File: src/rtl/fpu_pkg.sv
// ----------------------------------------------------------------------------
// fpu_pkg
// Shared types for the vector-to-scalar FPU sequencer.
//   FP_W        : default element width (IEEE-754 single precision)
//   fpu_op_t    : FPU opcode encoding, passed straight through to the FPU
//   seq_state_t : sequencer FSM states
// ----------------------------------------------------------------------------
package fpu_pkg;

    localparam int FP_W = 32;

    typedef enum logic [1:0] {
        FOP_ADD = 2'b00,
        FOP_SUB = 2'b01,
        FOP_DIV = 2'b10,
        FOP_MUL = 2'b11
    } fpu_op_t;

    typedef enum logic [2:0] {
        IDLE,
        ISSUE,
        WAIT,
        GAP,
        DONE
    } seq_state_t;

endpackage

File: src/rtl/fpu_vec_sequencer_if.sv
// ----------------------------------------------------------------------------
// fpu_vec_sequencer_if
// Operand/result handshake between the vector sequencer (master) and the
// scalar FPU (slave).
//   fpu_enable : master -> FPU, high while an element is being worked on
//   fpu_A/B    : master -> FPU, operands, held while fpu_enable is high
//   fpu_opcode : master -> FPU, operation select
//   fpu_ready  : FPU -> master, result on fpu_O is valid
//   fpu_O      : FPU -> master, result element
// ----------------------------------------------------------------------------
interface fpu_vec_sequencer_if #(
    parameter int W = 32
);
    logic         fpu_enable;
    logic [W-1:0] fpu_A;
    logic [W-1:0] fpu_B;
    logic [1:0]   fpu_opcode;
    logic         fpu_ready;
    logic [W-1:0] fpu_O;

    modport master (
        output fpu_enable,
        output fpu_A,
        output fpu_B,
        output fpu_opcode,
        input  fpu_ready,
        input  fpu_O
    );

    modport slave (
        input  fpu_enable,
        input  fpu_A,
        input  fpu_B,
        input  fpu_opcode,
        output fpu_ready,
        output fpu_O
    );
endinterface

File: src/rtl/fpu_vec_sequencer.sv
// ----------------------------------------------------------------------------
// fpu_vec_sequencer
// Accepts one vector operation (LANES operand pairs + opcode) and feeds the
// elements to a scalar FPU one at a time: ISSUE raises enable, WAIT holds the
// operands until fpu_ready, GAP drops enable for one cycle so the FPU clears,
// and DONE pulses done with the assembled result vector.
//
// Ports:
//   CLK        : clock, rising edge
//   reset      : asynchronous active-low reset
//   start      : request pulse, sampled only in IDLE
//   op         : opcode applied to every element
//   vec_a/b    : operand vectors, lane i at [i*W +: W]
//   busy       : high from the cycle after an accepted start until done
//   done       : one-cycle completion pulse
//   err        : watchdog abort flag, valid with done
//   result     : result vector, stable from done until the next start
//   fpu        : FPU handshake (master modport)
//
// Build option: FPU_SEQ_TIMEOUT_EN
//   defined   -> per-element watchdog; after TIMEOUT WAIT cycles the vector is
//                aborted with err=1 and the stalled lane forced to zero
//   undefined -> WAIT waits forever for fpu_ready, err is tied low and
//                TIMEOUT is unused
// ----------------------------------------------------------------------------
module fpu_vec_sequencer
    import fpu_pkg::*;
#(
    parameter int LANES   = 4,
    parameter int W       = FP_W,
    parameter int TIMEOUT = 64
) (
    input  logic                CLK,
    input  logic                reset,
    input  logic                start,
    input  logic [1:0]          op,
    input  logic [LANES*W-1:0]  vec_a,
    input  logic [LANES*W-1:0]  vec_b,
    output logic                busy,
    output logic                done,
    output logic                err,
    output logic [LANES*W-1:0]  result,
    fpu_vec_sequencer_if.master fpu
);

    localparam int IDX_W = (LANES > 1) ? $clog2(LANES) : 1;
    localparam logic [IDX_W-1:0] LAST_IDX = IDX_W'(LANES - 1);

    seq_state_t           state_q, state_d;
    logic [IDX_W-1:0]     idx_q, idx_d;
    logic [LANES*W-1:0]   aVec_q, aVec_d;
    logic [LANES*W-1:0]   bVec_q, bVec_d;
    fpu_op_t              op_q, op_d;
    logic [LANES*W-1:0]   result_q, result_d;

`ifdef FPU_SEQ_TIMEOUT_EN
    localparam int WDOG_W = (TIMEOUT > 1) ? $clog2(TIMEOUT) : 1;
    localparam logic [WDOG_W-1:0] WDOG_LAST = WDOG_W'(TIMEOUT - 1);

    logic [WDOG_W-1:0]    wdog_q, wdog_d;
    logic                 err_q, err_d;
`else
    logic                 unusedTimeout;
    assign unusedTimeout = (TIMEOUT == 0);
`endif

    // Next-state logic. Operands are latched once on start so the vector
    // inputs may change freely while the elements are being issued.
    always_comb begin
        state_d  = state_q;
        idx_d    = idx_q;
        aVec_d   = aVec_q;
        bVec_d   = bVec_q;
        op_d     = op_q;
        result_d = result_q;
`ifdef FPU_SEQ_TIMEOUT_EN
        wdog_d   = wdog_q;
        err_d    = err_q;
`endif
        case (state_q)
            IDLE: begin
                if (start) begin
                    aVec_d  = vec_a;
                    bVec_d  = vec_b;
                    op_d    = fpu_op_t'(op);
                    idx_d   = '0;
`ifdef FPU_SEQ_TIMEOUT_EN
                    err_d   = 1'b0;
                    wdog_d  = '0;
`endif
                    state_d = ISSUE;
                end
            end
            ISSUE: begin
                state_d = WAIT;
            end
            WAIT: begin
                if (fpu.fpu_ready) begin
                    result_d[idx_q*W +: W] = fpu.fpu_O;
                    state_d = GAP;
                end
`ifdef FPU_SEQ_TIMEOUT_EN
                // The stalled lane is zeroed; lanes not yet reached keep
                // whatever the previous vector left there.
                else if (wdog_q == WDOG_LAST) begin
                    result_d[idx_q*W +: W] = '0;
                    err_d   = 1'b1;
                    wdog_d  = '0;
                    state_d = DONE;
                end else begin
                    wdog_d  = wdog_q + 1'b1;
                end
`endif
            end
            GAP: begin
`ifdef FPU_SEQ_TIMEOUT_EN
                wdog_d = '0;
`endif
                if (idx_q == LAST_IDX) begin
                    state_d = DONE;
                end else begin
                    idx_d   = idx_q + 1'b1;
                    state_d = ISSUE;
                end
            end
            DONE: begin
                state_d = IDLE;
            end
            default: begin
                state_d = IDLE;
            end
        endcase
    end

    // State register; an asynchronous reset abandons any vector in flight.
    always_ff @(posedge CLK or negedge reset) begin
        if (!reset) begin
            state_q  <= IDLE;
            idx_q    <= '0;
            aVec_q   <= '0;
            bVec_q   <= '0;
            op_q     <= FOP_ADD;
            result_q <= '0;
`ifdef FPU_SEQ_TIMEOUT_EN
            wdog_q   <= '0;
            err_q    <= 1'b0;
`endif
        end else begin
            state_q  <= state_d;
            idx_q    <= idx_d;
            aVec_q   <= aVec_d;
            bVec_q   <= bVec_d;
            op_q     <= op_d;
            result_q <= result_d;
`ifdef FPU_SEQ_TIMEOUT_EN
            wdog_q   <= wdog_d;
            err_q    <= err_d;
`endif
        end
    end

    // Outputs decode straight from registered state, so the operands seen by
    // the FPU cannot move while enable is high: idx only advances in GAP.
    assign busy           = (state_q == ISSUE) || (state_q == WAIT) || (state_q == GAP);
    assign done           = (state_q == DONE);
    assign result         = result_q;
    assign fpu.fpu_enable = (state_q == ISSUE) || (state_q == WAIT);
    assign fpu.fpu_A      = aVec_q[idx_q*W +: W];
    assign fpu.fpu_B      = bVec_q[idx_q*W +: W];
    assign fpu.fpu_opcode = op_q;

`ifdef FPU_SEQ_TIMEOUT_EN
    assign err = err_q;
`else
    assign err = 1'b0;
`endif

endmodule

File: src/flat_wrapper.sv
// flat-port wrapper written by rule: the top's interface ports become plain ports
module fpu_vec_sequencer_flat import fpu_pkg::*;
#(
    parameter int LANES   = 4,
    parameter int W       = FP_W,
    parameter int TIMEOUT = 64
)
  (CLK, reset, start, op, vec_a, vec_b, busy, done, err, result, fpu_fpu_enable, fpu_fpu_A, fpu_fpu_B, fpu_fpu_opcode, fpu_fpu_ready, fpu_fpu_O);
  fpu_vec_sequencer_if #(.W(W)) fpu_i ();
  input  logic CLK;
  input  logic reset;
  input  logic start;
  input  logic [1:0] op;
  input  logic [LANES*W-1:0] vec_a;
  input  logic [LANES*W-1:0] vec_b;
  output logic busy;
  output logic done;
  output logic err;
  output logic [LANES*W-1:0] result;
  output wire logic [$bits(fpu_i.fpu_enable)-1:0] fpu_fpu_enable;
  output wire logic [$bits(fpu_i.fpu_A)-1:0] fpu_fpu_A;
  output wire logic [$bits(fpu_i.fpu_B)-1:0] fpu_fpu_B;
  output wire logic [$bits(fpu_i.fpu_opcode)-1:0] fpu_fpu_opcode;
  input wire logic [$bits(fpu_i.fpu_ready)-1:0] fpu_fpu_ready;
  input wire logic [$bits(fpu_i.fpu_O)-1:0] fpu_fpu_O;
  assign fpu_fpu_enable = fpu_i.fpu_enable;
  assign fpu_fpu_A = fpu_i.fpu_A;
  assign fpu_fpu_B = fpu_i.fpu_B;
  assign fpu_fpu_opcode = fpu_i.fpu_opcode;
  assign fpu_i.fpu_ready = fpu_fpu_ready;
  assign fpu_i.fpu_O = fpu_fpu_O;
  fpu_vec_sequencer #(.LANES(LANES), .W(W), .TIMEOUT(TIMEOUT)) u_core (.CLK(CLK), .reset(reset), .start(start), .op(op), .vec_a(vec_a), .vec_b(vec_b), .busy(busy), .done(done), .err(err), .result(result), .fpu(fpu_i));
endmodule
File: config.mk
export PLATFORM = sky130hd
export DESIGN_NAME = fpu_vec_sequencer_flat
export DESIGN_NICKNAME = d
export VERILOG_FILES = /design/src/rtl/fpu_pkg.sv /design/src/rtl/fpu_vec_sequencer_if.sv /design/src/rtl/fpu_vec_sequencer.sv /design/src/flat_wrapper.sv
export SDC_FILE = /design/constraint.sdc
export NUM_CORES = 1
export LEC_CHECK = 0
export CAP_MARGIN = 20
export CORE_ASPECT_RATIO = 0.5
export CORE_UTILIZATION = 43
export DETAILED_ROUTE_END_ITERATION = 8
export HOLD_SLACK_MARGIN = 0.05
export MAX_ROUTING_LAYER = met4
export PLACE_DENSITY = 0.76
export SYNTH_ARGS = -nofsm -noshare
export SYNTH_HDL_FRONTEND = slang
export SYNTH_SLANG_ARGS = --single-unit
File: constraint.sdc
create_clock -name CLK -period 2.6 [get_ports CLK]
set_clock_uncertainty 0.05 [all_clocks]
set_input_delay 0.52 -clock CLK [delete_from_list [all_inputs] [get_ports CLK]]
set_output_delay 0.52 -clock CLK [all_outputs]
set_load 0.05 [all_outputs]
== Yosys cells after proc, flatten, opt, wreduce, memory -nomap -nowiden ==
Index checks and enable logic that the tools add are counted.
Widths: inputs -> output; s select.

* Memory bits (writable): 0
* Memory bits (read-only): 0
* Output and inout port bits: 198
* Register bits after elaboration: 391
* Bits in latches: 0
* Memories kept: 0

* Shift-type cells: 4
* Reductions and logical operators: 8
* $lt $le $gt $ge: 0
* Add/subtract/negate cells: 2
* Multiply operators: 0
* Bitwise logic cells: 0
* Muxes and demuxes: 8
* Equality and inequality tests: 8
* Div/mod/pow operators: 0

{| class="wikitable"
|+ Operators by type and width
! kind !! number
|-
| $shiftx 128x8->32 || 2
|-
| $bwmux 128 || 1
|-
| $shift 32x34->128 const A || 1
|-
| $shiftx 32x34->128 || 1
|-
| $neg 7->34 || 1
|-
| $pmux 3 s4 || 1
|-
| $mux 3 || 3
|-
| $eq 3x2->1 const B || 2
|-
| $ne 2x2->1 const B || 3
|-
| $reduce_and 2->1 || 3
|-
| $mux 2 || 2
|-
| $pmux 2 s2 || 1
|-
| $eq 3x1->1 const B || 1
|-
| $eq 3x3->1 const B || 1
|-
| $logic_not 3->1 || 1
|-
| $reduce_and 3->1 || 1
|-
| $add 2x1->2 const B || 1
|-
| $eq 2x2->1 const B || 1
|-
| $logic_or 1x1->1 || 2
|-
| $reduce_bool 2->1 || 1
|}

== Logic depth before layout (Yosys ltp) ==
* Depth in word-level cells: 3
* Depth in mapped cells: 11
* Mapped depth without buffers: 5

== Worst setup path before layout ==
No wires, ideal clock.

* Kind: flip-flop to flip-flop
* Start point: register u_core.idx_q[1]
* End point: register u_core.result_q[34], in the netlist u_core.result[34]
* Buffers on the path: 5
* Cell stages (with the launch flop): 11
* Data required time: 2.467 ns
* Period minus slack after synthesis: 2.554 ns
* Path slack: 0.046 ns
* Arrival: 2.422 ns
* Cells stage by stage: dfrtp_1 -> clkbuf_1 -> clkbuf_1 -> inv_1 -> ha_1 -> clkbuf_1 -> nor4bb_1 -> clkbuf_1 -> clkbuf_1 -> nand4_1 -> o21ai_0

* Word-level cells in the longest chain between the ends: 3

{| class="wikitable"
|+ RTL lines
! element !! line !! text
|-
| start: declaration || fpu_vec_sequencer.sv:50 || <nowiki>logic [IDX_W-1:0] idx_q, idx_d;</nowiki>
|-
| start signal: assignment || fpu_vec_sequencer.sv:150 || <nowiki>idx_q <= idx_d;</nowiki>
|-
| $neg 7->34 * || fpu_vec_sequencer.sv:99 || <nowiki>result_d[idx_q*W +: W] = fpu.fpu_O;</nowiki>
|-
| $shiftx 32x34->128 / $shift 32x34->128 (equally long branches) || fpu_vec_sequencer.sv:99 ||
|-
| $bwmux 128 * || fpu_vec_sequencer.sv:99 ||
|-
| end signal: assignment || fpu_vec_sequencer.sv:154 || <nowiki>result_q <= result_d;</nowiki>
|-
| end: declaration || fpu_vec_sequencer.sv:54 || <nowiki>logic [LANES*W-1:0] result_q, result_d;</nowiki>
|}

Every way passes the cells marked *; elsewhere a longest branch is shown, timed or not.
A chain may end at the register's enable or synchronous reset.

== Final worst setup path ==
* Start point: register u_core.idx_q[0]
* End point: output port fpu_fpu_B[14]

* Word-level cells in the longest chain between the ends: 1

{| class="wikitable"
|+ RTL lines
! element !! line !! text
|-
| $shiftx 128x8->32 || fpu_vec_sequencer.sv:169 || <nowiki>assign fpu.fpu_B = bVec_q[idx_q*W +: W];</nowiki>
|-
| end: declaration || flat_wrapper.sv:22 || <nowiki>output wire logic [$bits(fpu_i.fpu_B)-1:0] fpu_fpu_B;</nowiki>
|}

No other way between the ends.

==> flow_summary.toml <==
[floorplanning]
core_mm2 = 0.03899
rows = 51
ios = 492
die_area_mm2 = 0.04055
die_h_um = 142.9
die_w_um = 283.8
start_util = 0.4379

[yosys]
ys_warn_count = 0
synth_ff_type = "dfrtp_1"
avgSynthCellArea_um2 = 9.591
yosysUniqueCellTypes = 27
async_flop_share = 1.000
yosysTopAreaCell = "dfrtp_1"
synth_seq_cells = 391
ys_seq_area_frac = 0.5731
syn-instance-count = 1780
synth_nets = 2079
synthTopCellsByArea = "dfrtp_1 57%, nand2_1 17%, mux4_2 8.4%"
synth_top_area_frac = 0.5731
syn-cell-area_mm2 = 0.01707
synth_edf_count = 0

[placed_design]
place_inst = 2714
pre_cts_ws_ps = 286.3
dp_hpwl_um = 37000
port_buffers = 490
dpl_cell_area_mm2 = 0.02237
gp_congestion = 0.8849

[cells_and_area]
n_fill_cell = 3164
drive_above_1_share = 0.1112
stdcell_area_mm2 = 0.02405
synthToLayoutAreaGrowth_pct = 40.88
fin_cells = 2805
layout.nets = 2535

[timing]
rsz0062_at_grt = "true"
report.final.slew_viol_count = 0
finalSetupViolCount = 17
maxSlewHeadroom = 0.5719
fmax_mhz = 379.3
finalCritPeriodShare = 1.014
setup_slack_ps = -36.46
worstMarginPinSlew_ps = 640.1
hold_violations = 0
period_minus_slack_ps = 2636

[clock_network]
root_buffer = "clkbuf_16"
clk_pin_slew_ps = 60
clk_latency_ps = 520
cts_sinks = 391
cts_buffer_depth = 3
cts_tree = "built"
cts_max_level = 2
numCtsBuffers = 38

[global_route]
grt_pass1_vias = 14150
track_usage = 0.2728
grt_pass1_wl_um = 82430
antenna_found_initial = 17
grt_max_degree = 131
gr-total-overflow = 0

[job]
cap_viol_max_count = 0

[setup_path]
rrSetupSlack_ps = 260
critPathLaunchType = "flop"
crit_type = "reg -> out"
crit_required_ps = 2030
worst-path-max-fanout = 7
arrival_ps = 2070
end_kind = "primary output"

[route]
dr.pass1.iters = 5
vias = 14580
vias_per_cell = 5.198
routed_wl_um = 55060
ant_nets = 0
wl_per_cell_um = 19.63
drc = 0
first_iter_violations = 1262

[pwr]
power_mw = 34.53
worst_ir_drop_vdd_v = 0.0006550
leakage_nw = 11.30
p_per_area_mw_per_mm2 = 1436

[status]
status = "complete, but fails checks"
violations = "negative setup slack"

[min_path]
hold_path.class = "reg -> reg"
[area by class of cell]
type / instances / area, um^2 / area share
repair buffers: 547 / 5799 / 0.2411
flip-flops and latches: 391 / 9792 / 0.4071
multi-input cells: 1127 / 6113 / 0.2542
clock buffers: 53 / 1099 / 0.04567
diodes: 17 / 42.54 / 0.001769
inverters: 131 / 491.7 / 0.02044
clock inverters: 9 / 51.30 / 0.002133
well taps: 530 / 663.1 / 0.02757
[logic make-up after synthesis]
group,share of synthesized area
and+or+nand+nor,0.2274
DFF,0.5731
buffers and inverters,0.07145
AOI/OAI and AO/OA,0.03862
muxes,0.08501
adders and majority gates,0.003664
other,0.0002196
xor gates and xnor gates,0.0005131
[cells in the mapped netlist (all sizes together), types with 2 or more instances]
master,number
nand2,775
dfrtp,391
inv,131
o21ai,130
nand4,128
buf,76
mux4,64
clkbuf,55
and2,5
ha,5
nor2,5
nor4b,3
nand3,2
nor3b,2
[path summary, 6_finish.rpt]
path / start / endpoint / cells after the start
worst max-delay path: u_core.idx_q[0] / fpu_fpu_B[14] / 4
worst min-delay path: u_core.bVec_q[121] / u_core.bVec_q[121] / 2
worst max register to register: u_core.idx_q[0] / u_core.result[54] / 7
worst min register to register: u_core.bVec_q[121] / u_core.bVec_q[121] / 2
max in group asynchronous: reset / u_core.bVec_q[8] / 3
min in group asynchronous: reset / u_core.result[37] / 2
[layer usage]
layer  up-vias  wire (um)  global-route usage
met2       542      27020              0.4339
met1      7200      22200              0.3429
li1       6678          -                   -
met4         0       2966              0.1391
met5         -          0                   -
met3       161       2871             0.04233
[what timing repair did]
item,CTS,global route
setup endpoints to repair,57,60
cloned,4,3
hold buffers,1,0
gates resized for setup,55,18
setup buffers,5,0
endpoints found under the hold margin,33,0
[critical path, cell delays in order (launching register included)]
cell	delay, ps
dfrtp_4	470
buf_8	150
buf_16	150
mux4_2	570
buf_6	180
[power breakdown]
group | switching (mW) | internal [mW] | leakage, nW
clock network | 2.35 | 2.94 | 0.571
registers | 1.67 | 8.87 | 4.92
logic | 11.9 | 6.81 | 5.82
[metrics by stage]
stage / utilization / setup TNS, ps / hold slack, ps
after floorplan: - / 0 / 174.4
after global placement: 0.5737 / 0 / 397.4
after detailed placement: 0.5737 / 0 / 397.0
after CTS: 0.6128 / -1640 / 421.7
after global routing: 0.6169 / -2622 / 438.0
final: 0.6169 / -205.8 / 416.5
[registers in the layout, indices dropped and copies added, names as in the netlist]
register	cells
u_core.aVec_q	128
u_core.fpu.fpu_opcode	2
u_core.state_q	3
u_core.result	128
u_core.idx_q	2
u_core.bVec_q	128
[placed cells by master, fill, tap and decap left out, types with 2 or more instances in the layout]
cell and count:
clkinv_2 7, buf_16 5, clkbuf_1 7, buf_4 34
dfrtp_4 2, nand3_1 2, dfrtp_1 389, o21ai_1 35
o21ai_0 95, clkbuf_16 42, nor2_1 5, clkdlybuf4s50_1 422
ha_1 5, buf_8 5, clkbuf_8 7, and2_1 5
diode_2 17, nand4_1 128, nor4b_4 3, buf_12 18
buf_6 58, mux4_2 64, inv_1 131, nand2_1 775
No activity file was read; power rests on OpenSTA's default activity.
